==> src/rtl/line_follow_ctrl_p.sv <==
// Line-follower motor controller: classifies three LFA samples into black/white,
// steers the two H-bridges while following, debounces node detection, executes a
// commanded turn with a timeout, and searches for the line when it is lost.
// Ports:
//   clk_3125KHz, rst          - single clock, async active-high reset
//   start                     - level; low forces IDLE
//   left/middle/right         - ADC_W-bit sensor samples, qualified by sample_valid
//   turn_cmd/turn_valid       - 0 straight, 1 right, 2 U-turn, 3 left; accepted while turn_req
//   m1_a/m1_b/m2_a/m2_b       - H-bridge direction pins (a=1,b=0 forward)
//   dc1/dc2                   - left/right duty cycles
//   node_flag/node_pulse      - in NODE or TURN / one-clock pulse on node entry
//   turn_req/turn_done        - awaiting a command / one-clock pulse on TURN exit
//   timeout_err               - sticky turn timeout
module line_follow_ctrl_p #(
  parameter int unsigned ADC_W       = 12,
  parameter int unsigned DUTY_W      = 5,
  parameter int unsigned TH_BLACK    = 1000,
  parameter int unsigned TH_WHITE    = 300,
  parameter int unsigned NODE_DEB    = 4,
  parameter int unsigned TURN_MAX    = 4095,
  parameter int unsigned DUTY_FWD    = 18,
  parameter int unsigned DUTY_HI     = 20,
  parameter int unsigned DUTY_LO     = 10,
  parameter int unsigned DUTY_TURN   = 18,
  parameter int unsigned DUTY_SEARCH = 12
) (
  input  logic              clk_3125KHz,
  input  logic              rst,
  input  logic              start,
  input  logic [ADC_W-1:0]  left,
  input  logic [ADC_W-1:0]  middle,
  input  logic [ADC_W-1:0]  right,
  input  logic              sample_valid,
  input  logic [1:0]        turn_cmd,
  input  logic              turn_valid,
  output logic              m1_a,
  output logic              m1_b,
  output logic              m2_a,
  output logic              m2_b,
  output logic [DUTY_W-1:0] dc1,
  output logic [DUTY_W-1:0] dc2,
  output logic              node_flag,
  output logic              node_pulse,
  output logic              turn_req,
  output logic              turn_done,
  output logic              timeout_err
);

  localparam int unsigned DEB_W = 4;
  localparam int unsigned TMR_W = 16;

  localparam logic [2:0] S_IDLE   = 3'd0;
  localparam logic [2:0] S_FOLLOW = 3'd1;
  localparam logic [2:0] S_NODE   = 3'd2;
  localparam logic [2:0] S_TURN   = 3'd3;
  localparam logic [2:0] S_SEARCH = 3'd4;

  localparam logic [ADC_W-1:0]  TH_B    = ADC_W'(TH_BLACK);
  localparam logic [ADC_W-1:0]  TH_W    = ADC_W'(TH_WHITE);
  localparam logic [DEB_W-1:0]  DEB_MAX = DEB_W'(NODE_DEB);
  localparam logic [TMR_W-1:0]  TMR_MAX = TMR_W'(TURN_MAX);
  localparam logic [DUTY_W-1:0] DC_FWD  = DUTY_W'(DUTY_FWD);
  localparam logic [DUTY_W-1:0] DC_HI   = DUTY_W'(DUTY_HI);
  localparam logic [DUTY_W-1:0] DC_LO   = DUTY_W'(DUTY_LO);
  localparam logic [DUTY_W-1:0] DC_TURN = DUTY_W'(DUTY_TURN);
  localparam logic [DUTY_W-1:0] DC_SRCH = DUTY_W'(DUTY_SEARCH);
  localparam logic [DUTY_W-1:0] DC_OFF  = DUTY_W'(0);

  // Direction pins packed as {m1_a, m1_b, m2_a, m2_b}
  localparam logic [3:0] DIR_STOP  = 4'b0000;
  localparam logic [3:0] DIR_FWD   = 4'b1010;
  localparam logic [3:0] DIR_PIV_R = 4'b1001;
  localparam logic [3:0] DIR_PIV_L = 4'b0110;

  // Sensor classes packed as {left, middle, right}, 1 = black
  localparam logic [2:0] CLS_WBW = 3'b010;
  localparam logic [2:0] CLS_BBB = 3'b111;
  localparam logic [2:0] CLS_WWW = 3'b000;

  logic [2:0]        state_q, state_n;
  logic [2:0]        cls_q, cls_n;
  logic [DEB_W-1:0]  blk_q, blk_n;
  logic [DEB_W-1:0]  wht_q, wht_n;
  logic [TMR_W-1:0]  tmr_q, tmr_n;
  logic [1:0]        cmd_q, cmd_n;
  logic              seen_q, seen_n;
  logic [3:0]        dir_q, dir_n;
  logic [DUTY_W-1:0] dc1_n, dc2_n;
  logic              nf_n, np_n, tr_n, td_n, to_n;
  logic              all_b, all_w;

  // Grey readings keep the sensor's previous class
  function automatic logic classify(input logic [ADC_W-1:0] v, input logic prev);
    logic c;
    c = prev;
    if (v > TH_B)      c = 1'b1;
    else if (v < TH_W) c = 1'b0;
    return c;
  endfunction

  // Classes seen by this clock's decisions (current sample when valid)
  always_comb begin
    cls_n = cls_q;
    if (sample_valid) begin
      cls_n = {classify(left, cls_q[2]), classify(middle, cls_q[1]), classify(right, cls_q[0])};
    end
  end

  assign all_b = sample_valid && (cls_n == CLS_BBB);
  assign all_w = sample_valid && (cls_n == CLS_WWW);

  // State register and all registered outputs
  always_ff @(posedge clk_3125KHz or posedge rst) begin
    if (rst) begin
      state_q     <= S_IDLE;
      cls_q       <= CLS_WWW;
      blk_q       <= '0;
      wht_q       <= '0;
      tmr_q       <= '0;
      cmd_q       <= 2'd0;
      seen_q      <= 1'b0;
      dir_q       <= DIR_STOP;
      dc1         <= DC_OFF;
      dc2         <= DC_OFF;
      node_flag   <= 1'b0;
      node_pulse  <= 1'b0;
      turn_req    <= 1'b0;
      turn_done   <= 1'b0;
      timeout_err <= 1'b0;
    end else begin
      state_q     <= state_n;
      cls_q       <= cls_n;
      blk_q       <= blk_n;
      wht_q       <= wht_n;
      tmr_q       <= tmr_n;
      cmd_q       <= cmd_n;
      seen_q      <= seen_n;
      dir_q       <= dir_n;
      dc1         <= dc1_n;
      dc2         <= dc2_n;
      node_flag   <= nf_n;
      node_pulse  <= np_n;
      turn_req    <= tr_n;
      turn_done   <= td_n;
      timeout_err <= to_n;
    end
  end

  assign {m1_a, m1_b, m2_a, m2_b} = dir_q;

  // Next state, counters and next output values
  always_comb begin
    state_n = state_q;
    blk_n   = '0;
    wht_n   = '0;
    tmr_n   = '0;
    cmd_n   = cmd_q;
    seen_n  = seen_q;
    dir_n   = dir_q;
    dc1_n   = dc1;
    dc2_n   = dc2;
    np_n    = 1'b0;
    td_n    = 1'b0;
    to_n    = timeout_err;

    if (!start) begin
      state_n = S_IDLE;
    end else begin
      case (state_q)
        S_IDLE: state_n = S_FOLLOW;

        S_FOLLOW: begin
          blk_n = blk_q;
          wht_n = wht_q;
          if (sample_valid) begin
            blk_n = all_b ? ((blk_q == DEB_MAX) ? blk_q : blk_q + DEB_W'(1)) : '0;
            wht_n = all_w ? ((wht_q == DEB_MAX) ? wht_q : wht_q + DEB_W'(1)) : '0;
            if (all_b && (blk_n == DEB_MAX)) begin
              state_n = S_NODE;
              np_n    = 1'b1;
            end else if (all_w && (wht_n == DEB_MAX)) begin
              state_n = S_SEARCH;
            end
          end
        end

        S_NODE: begin
          if (turn_valid && turn_req) begin
            cmd_n   = turn_cmd;
            seen_n  = 1'b0;
            state_n = S_TURN;
          end
        end

        S_TURN: begin
          tmr_n = tmr_q + TMR_W'(1);
          // Turns other than straight must first leave the line they started on
          if (sample_valid && !cls_n[1]) seen_n = 1'b1;
          if (sample_valid && (cls_n == CLS_WBW) && ((cmd_q == 2'd0) || seen_q)) begin
            state_n = S_FOLLOW;
            td_n    = 1'b1;
          end else if (tmr_n == TMR_MAX) begin
            state_n = S_IDLE;
            to_n    = 1'b1;
          end
        end

        S_SEARCH: begin
          if (sample_valid && cls_n[1]) state_n = S_FOLLOW;
        end

        default: state_n = S_IDLE;
      endcase
    end

    // Motor drive reflects the state being entered
    case (state_n)
      S_FOLLOW: begin
        if (cls_n == CLS_WBW) begin
          dir_n = DIR_FWD;   dc1_n = DC_FWD; dc2_n = DC_FWD;
        end else if (cls_n[0] && !cls_n[2]) begin
          dir_n = DIR_PIV_R; dc1_n = DC_HI;  dc2_n = DC_LO;
        end else if (cls_n[2] && !cls_n[0]) begin
          dir_n = DIR_PIV_L; dc1_n = DC_LO;  dc2_n = DC_HI;
        end
      end
      S_TURN: begin
        case (cmd_n)
          2'd0:    begin dir_n = DIR_FWD;   dc1_n = DC_FWD;  dc2_n = DC_FWD;  end
          2'd3:    begin dir_n = DIR_PIV_L; dc1_n = DC_TURN; dc2_n = DC_TURN; end
          default: begin dir_n = DIR_PIV_R; dc1_n = DC_TURN; dc2_n = DC_TURN; end
        endcase
      end
      S_SEARCH: begin
        dir_n = DIR_PIV_R; dc1_n = DC_SRCH; dc2_n = DC_SRCH;
      end
      default: begin
        dir_n = DIR_STOP;  dc1_n = DC_OFF;  dc2_n = DC_OFF;
      end
    endcase

    nf_n = (state_n == S_NODE) || (state_n == S_TURN);
    tr_n = (state_n == S_NODE);
  end

endmodule
==> config.mk <==
export PLATFORM = sky130hd
export DESIGN_NAME = line_follow_ctrl_p
export DESIGN_NICKNAME = d
export VERILOG_FILES = /design/src/rtl/line_follow_ctrl_p.sv
export SDC_FILE = /design/constraint.sdc
export NUM_CORES = 1
export LEC_CHECK = 0
export CAP_MARGIN = 15
export CORE_ASPECT_RATIO = 0.75
export CORE_MARGIN = 5
export CORE_UTILIZATION = 35
export DETAILED_ROUTE_END_ITERATION = 10
export PLACE_DENSITY = 0.7
export SYNTH_ARGS = -nofsm -noshare
export SYNTH_HDL_FRONTEND = slang
export SYNTH_SLANG_ARGS = --single-unit
==> constraint.sdc <==
create_clock -name clk_3125KHz -period 2.5 [get_ports clk_3125KHz]
set_input_delay 0.75 -clock clk_3125KHz [delete_from_list [all_inputs] [get_ports clk_3125KHz]]
set_output_delay 0.75 -clock clk_3125KHz [all_outputs]
set_load 0.005 [all_outputs]
==> results of run 1 <==
[layout make-up]
cell class / instances / area, sq um
tap: 108 / 135
sequential: 46 / 1150
multi-input combinational: 249 / 1880
clock buffer: 5 / 125
inverter: 17 / 66.3
timing repair buffer: 153 / 1320
fill: 714 / 3670
clock inverter: 3 / 68.8
[power by group through the flow]
stage	Sequential [mW]	Clock, mW	Combinational (mW)
final	0.853	0.885	0.713
after global routing	0.858	0.929	0.768
after CTS	0.850	0.897	0.604
after detailed placement	0.863	0	0.576
after global placement	0.862	0	0.565
after floorplan	0.845	0	0.288
[cell usage in the layout (no fill, tap or decap), drive strengths merged, types with 12 or more instances in the layout]
cell,count
nand3,13
inv,16
buf,101
nand2,21
clkdlybuf4s50,24
nand4,12
nor2,41
dlygate4sd2,24
dfrtp,46
o21ai,18
a21oi,18
[logic make-up after synthesis]
family	after synthesis	synth area share [%]
and+or+nand+nor	141	26.5
AOI/OAI and AO/OA	81	20.5
DFF	46	38.4
buffers and inverters	35	5.93
xor gates and xnor gates	14	4.09
adders and majority gates	8	3.34
muxes	3	1.13
other	1	0.125
[sequential cells by signal (all words and copies together) (netlist names)]
register / flops
dc2: 1
wht_q: 4
dc1: 3
blk_q: 4
dir_q: 4
node_flag: 1
cmd_q: 2
turn_done: 1
timeout_err: 1
cls_q: 3
node_pulse: 1
turn_req: 1
tmr_q: 16
state_q: 3
seen_q: 1
[worst max-delay path, cell delays in order]
cell	delay, ns
sky130_fd_sc_hd__clkdlybuf4s50_1	0.51
sky130_fd_sc_hd__buf_4	0.17
sky130_fd_sc_hd__nor4bb_1	0.33
sky130_fd_sc_hd__a21oi_1	0.14
sky130_fd_sc_hd__or2_2	0.32
sky130_fd_sc_hd__o211a_4	0.16
sky130_fd_sc_hd__or2_1	0.24
sky130_fd_sc_hd__o31a_1	0.24
[worst paths after layout]
check	endpoint	cells past startpoint	slack, ns
max in group asynchronous	seen_q$_DFFE_PP0P_	3	1.23
min in group asynchronous	wht_q[1]$_DFFE_PP0P_	2	0.75
worst min-delay path	seen_q$_DFFE_PP0P_	2	0.48
worst min register to register	seen_q$_DFFE_PP0P_	2	0.48
worst max-delay path	dc1[3]$_DFFE_PP0P_	8	-0.18
worst max register to register	dc1[3]$_DFFE_PP0P_	10	-0.07
[per-stage QoR]
stage	total power, mW	util (%)
floorplan	1.13	-
CTS	2.35	53.9
finish	2.45	56.4
global placement	1.43	49.5
detailed placement	1.44	49.5
global route	2.55	56.4
[timing repair]
| item | in CTS | in global routing |
|---|---|---|
| gates resized for setup | 95 | 37 |
| setup buffers | 16 | 7 |
| endpoints found under the setup margin | 23 | 20 |
| hold buffers | 0 | 0 |
| pin swaps | 43 | 19 |
| gates cloned | 1 | 0 |
[routing by layer]
metal | routed length (um) | up-vias
li1 | - | 1487
met1 | 4050 | 1503
met2 | 4540 | 92
met3 | 583 | 11
met4 | 110 | 0
met5 | 0 | -
==> impl_metrics.prom, run 1 <==
# TYPE chip_impl_metric gauge
chip_impl_metric{name="grt_first_pass_wirelength",unit="um"} 14600
chip_impl_metric{name="finalSetupViolations",unit=""} 12
chip_impl_info{name="cts_tree",value="done"} 1
chip_impl_metric{name="internal_power",unit="mW"} 1.78
chip_impl_metric{name="yosys_warnings",unit=""} 0
chip_impl_metric{name="syn_inst",unit=""} 329
chip_impl_metric{name="timing.slew.headroom",unit="%"} 60.9
chip_impl_info{name="worst_hold_startpoint",value="seen_q$_DFFE_PP0P_"} 1
chip_impl_info{name="synth.largest_area_cell",value="sky130_fd_sc_hd__dfrtp_1"} 1
chip_impl_metric{name="design.die.area",unit="sq mm"} 0.0105
chip_impl_info{name="critical_path_end_type",value="register"} 1
chip_impl_metric{name="placement.io_buffers",unit=""} 59
chip_impl_metric{name="crit_fanout",unit=""} 6
chip_impl_info{name="cts_root_buffer",value="sky130_fd_sc_hd__clkbuf_16"} 1
chip_impl_metric{name="synthToLayoutAreaGrowth",unit="%"} 58.5
chip_impl_metric{name="core_area",unit="sq mm"} 0.00842
chip_impl_metric{name="globalRouteMet1Util",unit="%"} 21.2
chip_impl_metric{name="standard_cell_area_after_detailed_placement",unit="sq mm"} 0.00416
chip_impl_metric{name="hold_viol_final",unit=""} 0
chip_impl_metric{name="core.rowCount",unit=""} 29
chip_impl_metric{name="tightestPinTransition",unit="ns"} 0.582
chip_impl_metric{name="global_route.usage.total",unit="%"} 16.7
chip_impl_info{name="critical_path.startpoint",value="start"} 1
chip_impl_metric{name="use_met3",unit="%"} 2.95
chip_impl_metric{name="cts.reportedPaths.clkPinSlew",unit="ns"} 0.07
chip_impl_metric{name="place.detailed.hpwl",unit="um"} 6310
chip_impl_metric{name="wire_per_inst",unit="um"} 16.0
chip_impl_metric{name="netSwitchingFraction",unit="%"} 27.2
chip_impl_metric{name="antenna_violating_nets_post_route",unit=""} 0
chip_impl_metric{name="final.setup_skew",unit="ns"} 0.00876
chip_impl_metric{name="pre_cts_ws",unit="ns"} -0.739
chip_impl_metric{name="numClockSinks",unit=""} 46
chip_impl_info{name="top_usage_layer",value="met2"} 1
chip_impl_metric{name="leakagePower",unit="nW"} 2.12
chip_impl_metric{name="finalMaxSlewViolations",unit=""} 0
chip_impl_info{name="violations",value="negative setup slack"} 1
chip_impl_info{name="post_synth_most_frequent_cells",value="sky130_fd_sc_hd__dfrtp_1, sky130_fd_sc_hd__nor2_1, sky130_fd_sc_hd__nand2_1"} 1
chip_impl_metric{name="sequential_share_of_the_synthesized_area",unit="%"} 38.4
chip_impl_info{name="outcome",value="complete, but fails checks"} 1
chip_impl_metric{name="share_of_the_clock_period_used_by_the_worst_path",unit="%"} 107
chip_impl_metric{name="start_util",unit="%"} 35.6
chip_impl_metric{name="synth_enable_flop_cells",unit=""} 0
chip_impl_metric{name="synth_largest_type_area_fraction",unit="%"} 38.4
chip_impl_metric{name="drt_first_pass_iters",unit=""} 4
chip_impl_metric{name="synth.cell_area",unit="sq mm"} 0.00300
chip_impl_metric{name="detail_route.drc_violations",unit=""} 0
chip_impl_metric{name="final_design_area_no_fill",unit="sq mm"} 0.00475
chip_impl_metric{name="clkLatencyLatePin",unit="ns"} 0.29
chip_impl_metric{name="fin_worst_hold_slack",unit="ns"} 0.482
chip_impl_metric{name="clockBufferDepth",unit=""} 2
chip_impl_metric{name="power_share_of_the_sequential_group",unit="%"} 34.8
chip_impl_metric{name="max-vdd-ir-drop",unit="V"} 0.000351
chip_impl_metric{name="die_x",unit="um"} 117
chip_impl_info{name="cp-start-kind",value="input pin"} 1
chip_impl_metric{name="totalWireLength",unit="um"} 9290
chip_impl_info{name="postSynth.topFlopCell",value="sky130_fd_sc_hd__dfrtp_1"} 1
chip_impl_metric{name="vias",unit=""} 3093
chip_impl_metric{name="drt_iter0_markers",unit=""} 124
chip_impl_metric{name="layoutNonFillerInstCount",unit=""} 581
chip_impl_metric{name="number_of_antenna_violations_at_the_first_check_in_global_routing",unit=""} 0
chip_impl_info{name="yosys.cell_count.top_type",value="sky130_fd_sc_hd__dfrtp_1"} 1
chip_impl_metric{name="tritoncts.num_buffers",unit=""} 5
chip_impl_metric{name="drive_gt1_share",unit="%"} 36.4
chip_impl_metric{name="floorplan.io_pins",unit=""} 62
chip_impl_metric{name="p_clk_share",unit="%"} 36.1
chip_impl_metric{name="async_reset_ff_share",unit="%"} 100
chip_impl_metric{name="clock.fmax",unit="GHz"} 0.374
chip_impl_metric{name="comb_power_share",unit="%"} 29.1
chip_impl_metric{name="drv.max_cap_violation_count",unit=""} 0
chip_impl_metric{name="layout_min_cycle_time",unit="ns"} 2.68
chip_impl_metric{name="synthDistinctLibCells",unit=""} 72
chip_impl_metric{name="post-place-cells",unit=""} 550
chip_impl_info{name="unrepaired_setup_endpoints_after_global_routing",value="true"} 1
chip_impl_info{name="ys_top_cells_by_area",value="sky130_fd_sc_hd__dfrtp_1, sky130_fd_sc_hd__nor2_1, sky130_fd_sc_hd__ha_1"} 1
chip_impl_metric{name="gr-total-overflow",unit=""} 0
chip_impl_metric{name="cts_htree_levels",unit=""} 2
chip_impl_metric{name="setup_tns",unit="ns"} -1.21
chip_impl_info{name="hp-class",value="reg -> reg"} 1
chip_impl_metric{name="gr-usage-met2",unit="%"} 28.3
chip_impl_metric{name="grt_start_max_net_pins",unit=""} 34
chip_impl_metric{name="avgSynthCellArea",unit="sq um"} 9.11
chip_impl_info{name="regToRegStartpoint",value="tmr_q[0]$_DFF_PP0_"} 1
chip_impl_metric{name="gp_congestion",unit=""} 0.876
chip_impl_metric{name="number_of_global_route_vias_before_repair",unit=""} 3182
chip_impl_metric{name="design.final.nets",unit=""} 523
chip_impl_metric{name="p_switching",unit="mW"} 0.668
chip_impl_metric{name="antenna_cells",unit=""} 0
chip_impl_metric{name="endpoint_arrival_time_on_the_critical_path",unit="ns"} 2.86
chip_impl_info{name="setup.worst_path.class",value="in -> reg"} 1
chip_impl_metric{name="power.density_cell_area",unit="mW/mm^2"} 516
chip_impl_metric{name="yosys_register_bits",unit=""} 46
chip_impl_metric{name="layout_setup_ws",unit="ns"} -0.176
chip_impl_metric{name="vias_per_cell",unit=""} 5.32
chip_impl_metric{name="fp.dieH",unit="um"} 90.1
chip_impl_metric{name="worst_ep_required_time",unit="ns"} 2.68
(Power assumes the default switching activity.)
==> inputs of run 2 (changes only) <==
Settings changed: CORE_ASPECT_RATIO 0.75 to not set.
==> impl_metrics.prom, run 2 (same netlist as run 1, synthesis figures left out) <==
# TYPE chip_impl_metric gauge
chip_impl_info{name="outcome",value="complete, but fails checks"} 1
chip_impl_info{name="violations",value="negative setup slack"} 1
chip_impl_info{name="setup.worst_path.class",value="in -> reg"} 1
chip_impl_metric{name="clock.fmax",unit="GHz"} 0.369
chip_impl_metric{name="floorplan.io_pins",unit=""} 62
chip_impl_metric{name="post-place-cells",unit=""} 545
chip_impl_metric{name="grt_first_pass_wirelength",unit="um"} 14300
chip_impl_metric{name="antenna_cells",unit=""} 0
chip_impl_metric{name="crit_fanout",unit=""} 5
chip_impl_metric{name="p_clk_share",unit="%"} 21.4
chip_impl_info{name="cp-start-kind",value="input pin"} 1
chip_impl_metric{name="fillers",unit=""} 710
chip_impl_metric{name="clockBufferDepth",unit=""} 2
chip_impl_info{name="timing.critical_path.max_delay_family",value="compound AO/OA/AOI/OAI gates"} 1
chip_impl_metric{name="synthToLayoutAreaGrowth",unit="%"} 56.5
chip_impl_metric{name="clkLatencyLatePin",unit="ns"} 0.31
chip_impl_metric{name="layout_min_cycle_time",unit="ns"} 2.71
chip_impl_metric{name="share_of_the_clock_period_used_by_the_worst_path",unit="%"} 108
chip_impl_metric{name="start_util",unit="%"} 36.1
chip_impl_metric{name="die_x",unit="um"} 103
chip_impl_metric{name="internal_power",unit="mW"} 1.41
chip_impl_metric{name="design.final.nets",unit=""} 523
chip_impl_metric{name="cp.buffers_inverters",unit=""} 4
chip_impl_metric{name="drv.max_cap_violation_count",unit=""} 0
chip_impl_metric{name="p_switching",unit="mW"} 0.634
chip_impl_metric{name="drt_iter0_markers",unit=""} 145
chip_impl_metric{name="final.setup_skew",unit="ns"} 0.0141
chip_impl_info{name="mostFrequentLayoutCell",value="sky130_fd_sc_hd__buf_4"} 1
chip_impl_metric{name="number_of_flip_flops_under_the_largest_register_name",unit=""} 16
chip_impl_metric{name="drive_gt1_share",unit="%"} 38.6
chip_impl_metric{name="power_share_of_the_sequential_group",unit="%"} 41.7
chip_impl_info{name="critical-path-top-cell-by-count",value="sky130_fd_sc_hd__buf_4"} 1
chip_impl_metric{name="layout_setup_ws",unit="ns"} -0.207
chip_impl_info{name="largest-register",value="tmr_q"} 1
chip_impl_metric{name="hold_viol_final",unit=""} 0
chip_impl_metric{name="finalMaxSlewViolations",unit=""} 0
chip_impl_metric{name="finalSetupViolations",unit=""} 13
chip_impl_metric{name="utilization",unit="%"} 56.5
chip_impl_metric{name="netSwitchingFraction",unit="%"} 31.1
chip_impl_metric{name="tightestPinTransition",unit="ns"} 0.772
chip_impl_metric{name="numClockSinks",unit=""} 46
chip_impl_metric{name="max_stage_delay",unit="ns"} 0.36
chip_impl_metric{name="vias_per_cell",unit=""} 5.42
chip_impl_info{name="hp-class",value="reg -> reg"} 1
chip_impl_metric{name="antenna_violating_nets_post_route",unit=""} 0
chip_impl_metric{name="timing.slew.headroom",unit="%"} 47.8
chip_impl_metric{name="standard_cell_area_after_detailed_placement",unit="sq mm"} 0.00415
chip_impl_metric{name="core.rowCount",unit=""} 33
chip_impl_metric{name="layoutNonFillerInstCount",unit=""} 577
chip_impl_info{name="cts_root_buffer",value="sky130_fd_sc_hd__clkbuf_8"} 1
chip_impl_metric{name="drt_first_pass_iters",unit=""} 4
chip_impl_metric{name="comb_power_share",unit="%"} 36.9
chip_impl_metric{name="number_of_antenna_violations_at_the_first_check_in_global_routing",unit=""} 0
chip_impl_metric{name="number_of_global_route_vias_before_repair",unit=""} 3128
chip_impl_metric{name="max-vdd-ir-drop",unit="V"} 0.000200
chip_impl_metric{name="gr-total-overflow",unit=""} 0
chip_impl_info{name="crit_slowest_cell",value="sky130_fd_sc_hd__a2111oi_4"} 1
chip_impl_info{name="cp_cell_sequence",value="dlygate4sd2_1 -> a21oi_2 -> o211ai_1 -> buf_4 -> a2111oi_4 -> buf_4 -> nand4_1 -> o22ai_1 -> nand3b_1 -> buf_6 -> o31ai_4 -> o31a_1"} 1
chip_impl_metric{name="grt_start_max_net_pins",unit=""} 47
chip_impl_info{name="unrepaired_setup_endpoints_after_global_routing",value="true"} 1
chip_impl_metric{name="totalWireLength",unit="um"} 9290
chip_impl_info{name="cts_tree",value="done"} 1
chip_impl_metric{name="regToRegSetupSlack",unit="ns"} -0.10
chip_impl_metric{name="core_area",unit="sq mm"} 0.00830
chip_impl_info{name="layout_common_cells",value="sky130_fd_sc_hd__buf_4, sky130_fd_sc_hd__dfrtp_1, sky130_fd_sc_hd__nor2_1, sky130_fd_sc_hd__dlygate4sd2_1, sky130_fd_sc_hd__clkdlybuf4s50_1"} 1
chip_impl_metric{name="detail_route.drc_violations",unit=""} 0
chip_impl_metric{name="wire_per_inst",unit="um"} 16.1
chip_impl_metric{name="tritoncts.num_buffers",unit=""} 5
chip_impl_metric{name="endpoint_arrival_time_on_the_critical_path",unit="ns"} 2.95
chip_impl_metric{name="vias",unit=""} 3129
chip_impl_metric{name="final_design_area_no_fill",unit="sq mm"} 0.00469
chip_impl_metric{name="gp_congestion",unit=""} 0.851
chip_impl_metric{name="placement.io_buffers",unit=""} 59
chip_impl_metric{name="worst_ep_required_time",unit="ns"} 2.75
chip_impl_metric{name="power.density_cell_area",unit="mW/mm^2"} 435
chip_impl_metric{name="place.detailed.hpwl",unit="um"} 6120
chip_impl_info{name="critical_path_end_type",value="register"} 1
chip_impl_metric{name="leakagePower",unit="nW"} 2.08
chip_impl_metric{name="design.die.area",unit="sq mm"} 0.0105
chip_impl_metric{name="cts_htree_levels",unit=""} 2
chip_impl_metric{name="global_route.usage.total",unit="%"} 16.8
chip_impl_metric{name="fp.dieH",unit="um"} 103
chip_impl_metric{name="cts.reportedPaths.clkPinSlew",unit="ns"} 0.08
[run 2: cell count changes in the layout (fill, tap and decap cells not counted), moves of 3 or more]
cell | previous run | this run
sky130_fd_sc_hd__buf_4 | 79 | 83
sky130_fd_sc_hd__clkbuf_8 | 0 | 5
sky130_fd_sc_hd__o31ai_4 | 0 | 3
sky130_fd_sc_hd__buf_2 | 5 | 8
sky130_fd_sc_hd__clkbuf_16 | 5 | 0
sky130_fd_sc_hd__buf_6 | 15 | 9
[run 2: power by group through the flow]
| stage | Clock [mW] | Sequential [mW] | Combinational (mW) |
|---|---|---|---|
| after detailed placement | 0 | 0.861 | 0.588 |
| final | 0.437 | 0.850 | 0.753 |
| after CTS | 0.456 | 0.847 | 0.641 |
| after floorplan | 0 | 0.845 | 0.288 |
| after global placement | 0 | 0.861 | 0.580 |
| after global routing | 0.492 | 0.855 | 0.808 |
[run 2: layer usage]
metal	global-route usage, %	up-vias	share of wire, %
met3	3.79	30	6.9
met1	19.7	1511	39
met4	5.95	0	3.0
met2	30.2	101	51
li1	-	1487	-
met5	0	-	0
[run 2: final cells by class]
class | count | area, sq um | area share (%)
clock buffer | 7 | 76.3 | 1.63
inverter | 17 | 63.8 | 1.36
sequential | 46 | 1150 | 24.5
timing repair buffer | 152 | 1270 | 27.2
tap | 105 | 131 | 2.80
multi-input combinational | 250 | 1990 | 42.5
[run 2: metrics by stage]
step           hold slack, ns  total power [mW]  setup TNS, ns  setup slack (ns)
5_1_grt                 0.540              2.16          -2.92            -0.333
3_5_place_dp            0.482              1.45         -12.43            -0.752
3_3_place_gp            0.465              1.44         -10.76            -0.669
4_1_cts                 0.498              1.94         -0.451           -0.0869
2_1_floorplan           0.444              1.13         -0.177            -0.128
6_report                0.515              2.04          -1.16            -0.207
[run 2: final timing paths]
path                                    start                   end  depth (start not counted)
hold / removal             seen_q$_DFFE_PP0P_    seen_q$_DFFE_PP0P_                          2
max in group asynchronous                 rst  dir_q[2]$_DFFE_PP0P_                          3
min in group asynchronous                 rst  wht_q[3]$_DFFE_PP0P_                          3
setup reg to reg           tmr_q[4]$_DFF_PP0_    dc1[3]$_DFFE_PP0P_                          7
hold reg to reg            seen_q$_DFFE_PP0P_    seen_q$_DFFE_PP0P_                          2
setup / recovery                    middle[4]    dc1[3]$_DFFE_PP0P_                         12
[run 2: tightest hold or removal path, stage by stage (launching register included)]
cell and delay, ns:
sky130_fd_sc_hd__dfrtp_1 0.35, sky130_fd_sc_hd__nand2_1 0.05, sky130_fd_sc_hd__o21ai_0 0.07
[run 2: repair_timing]
item,4_1_cts,5_1_grt
endpoints found under the hold margin,0,0
pin swaps,38,36
setup endpoints to repair,21,21
gates cloned,1,0
resized for setup,115,38
setup buffers,14,11
hold buffers,0,0
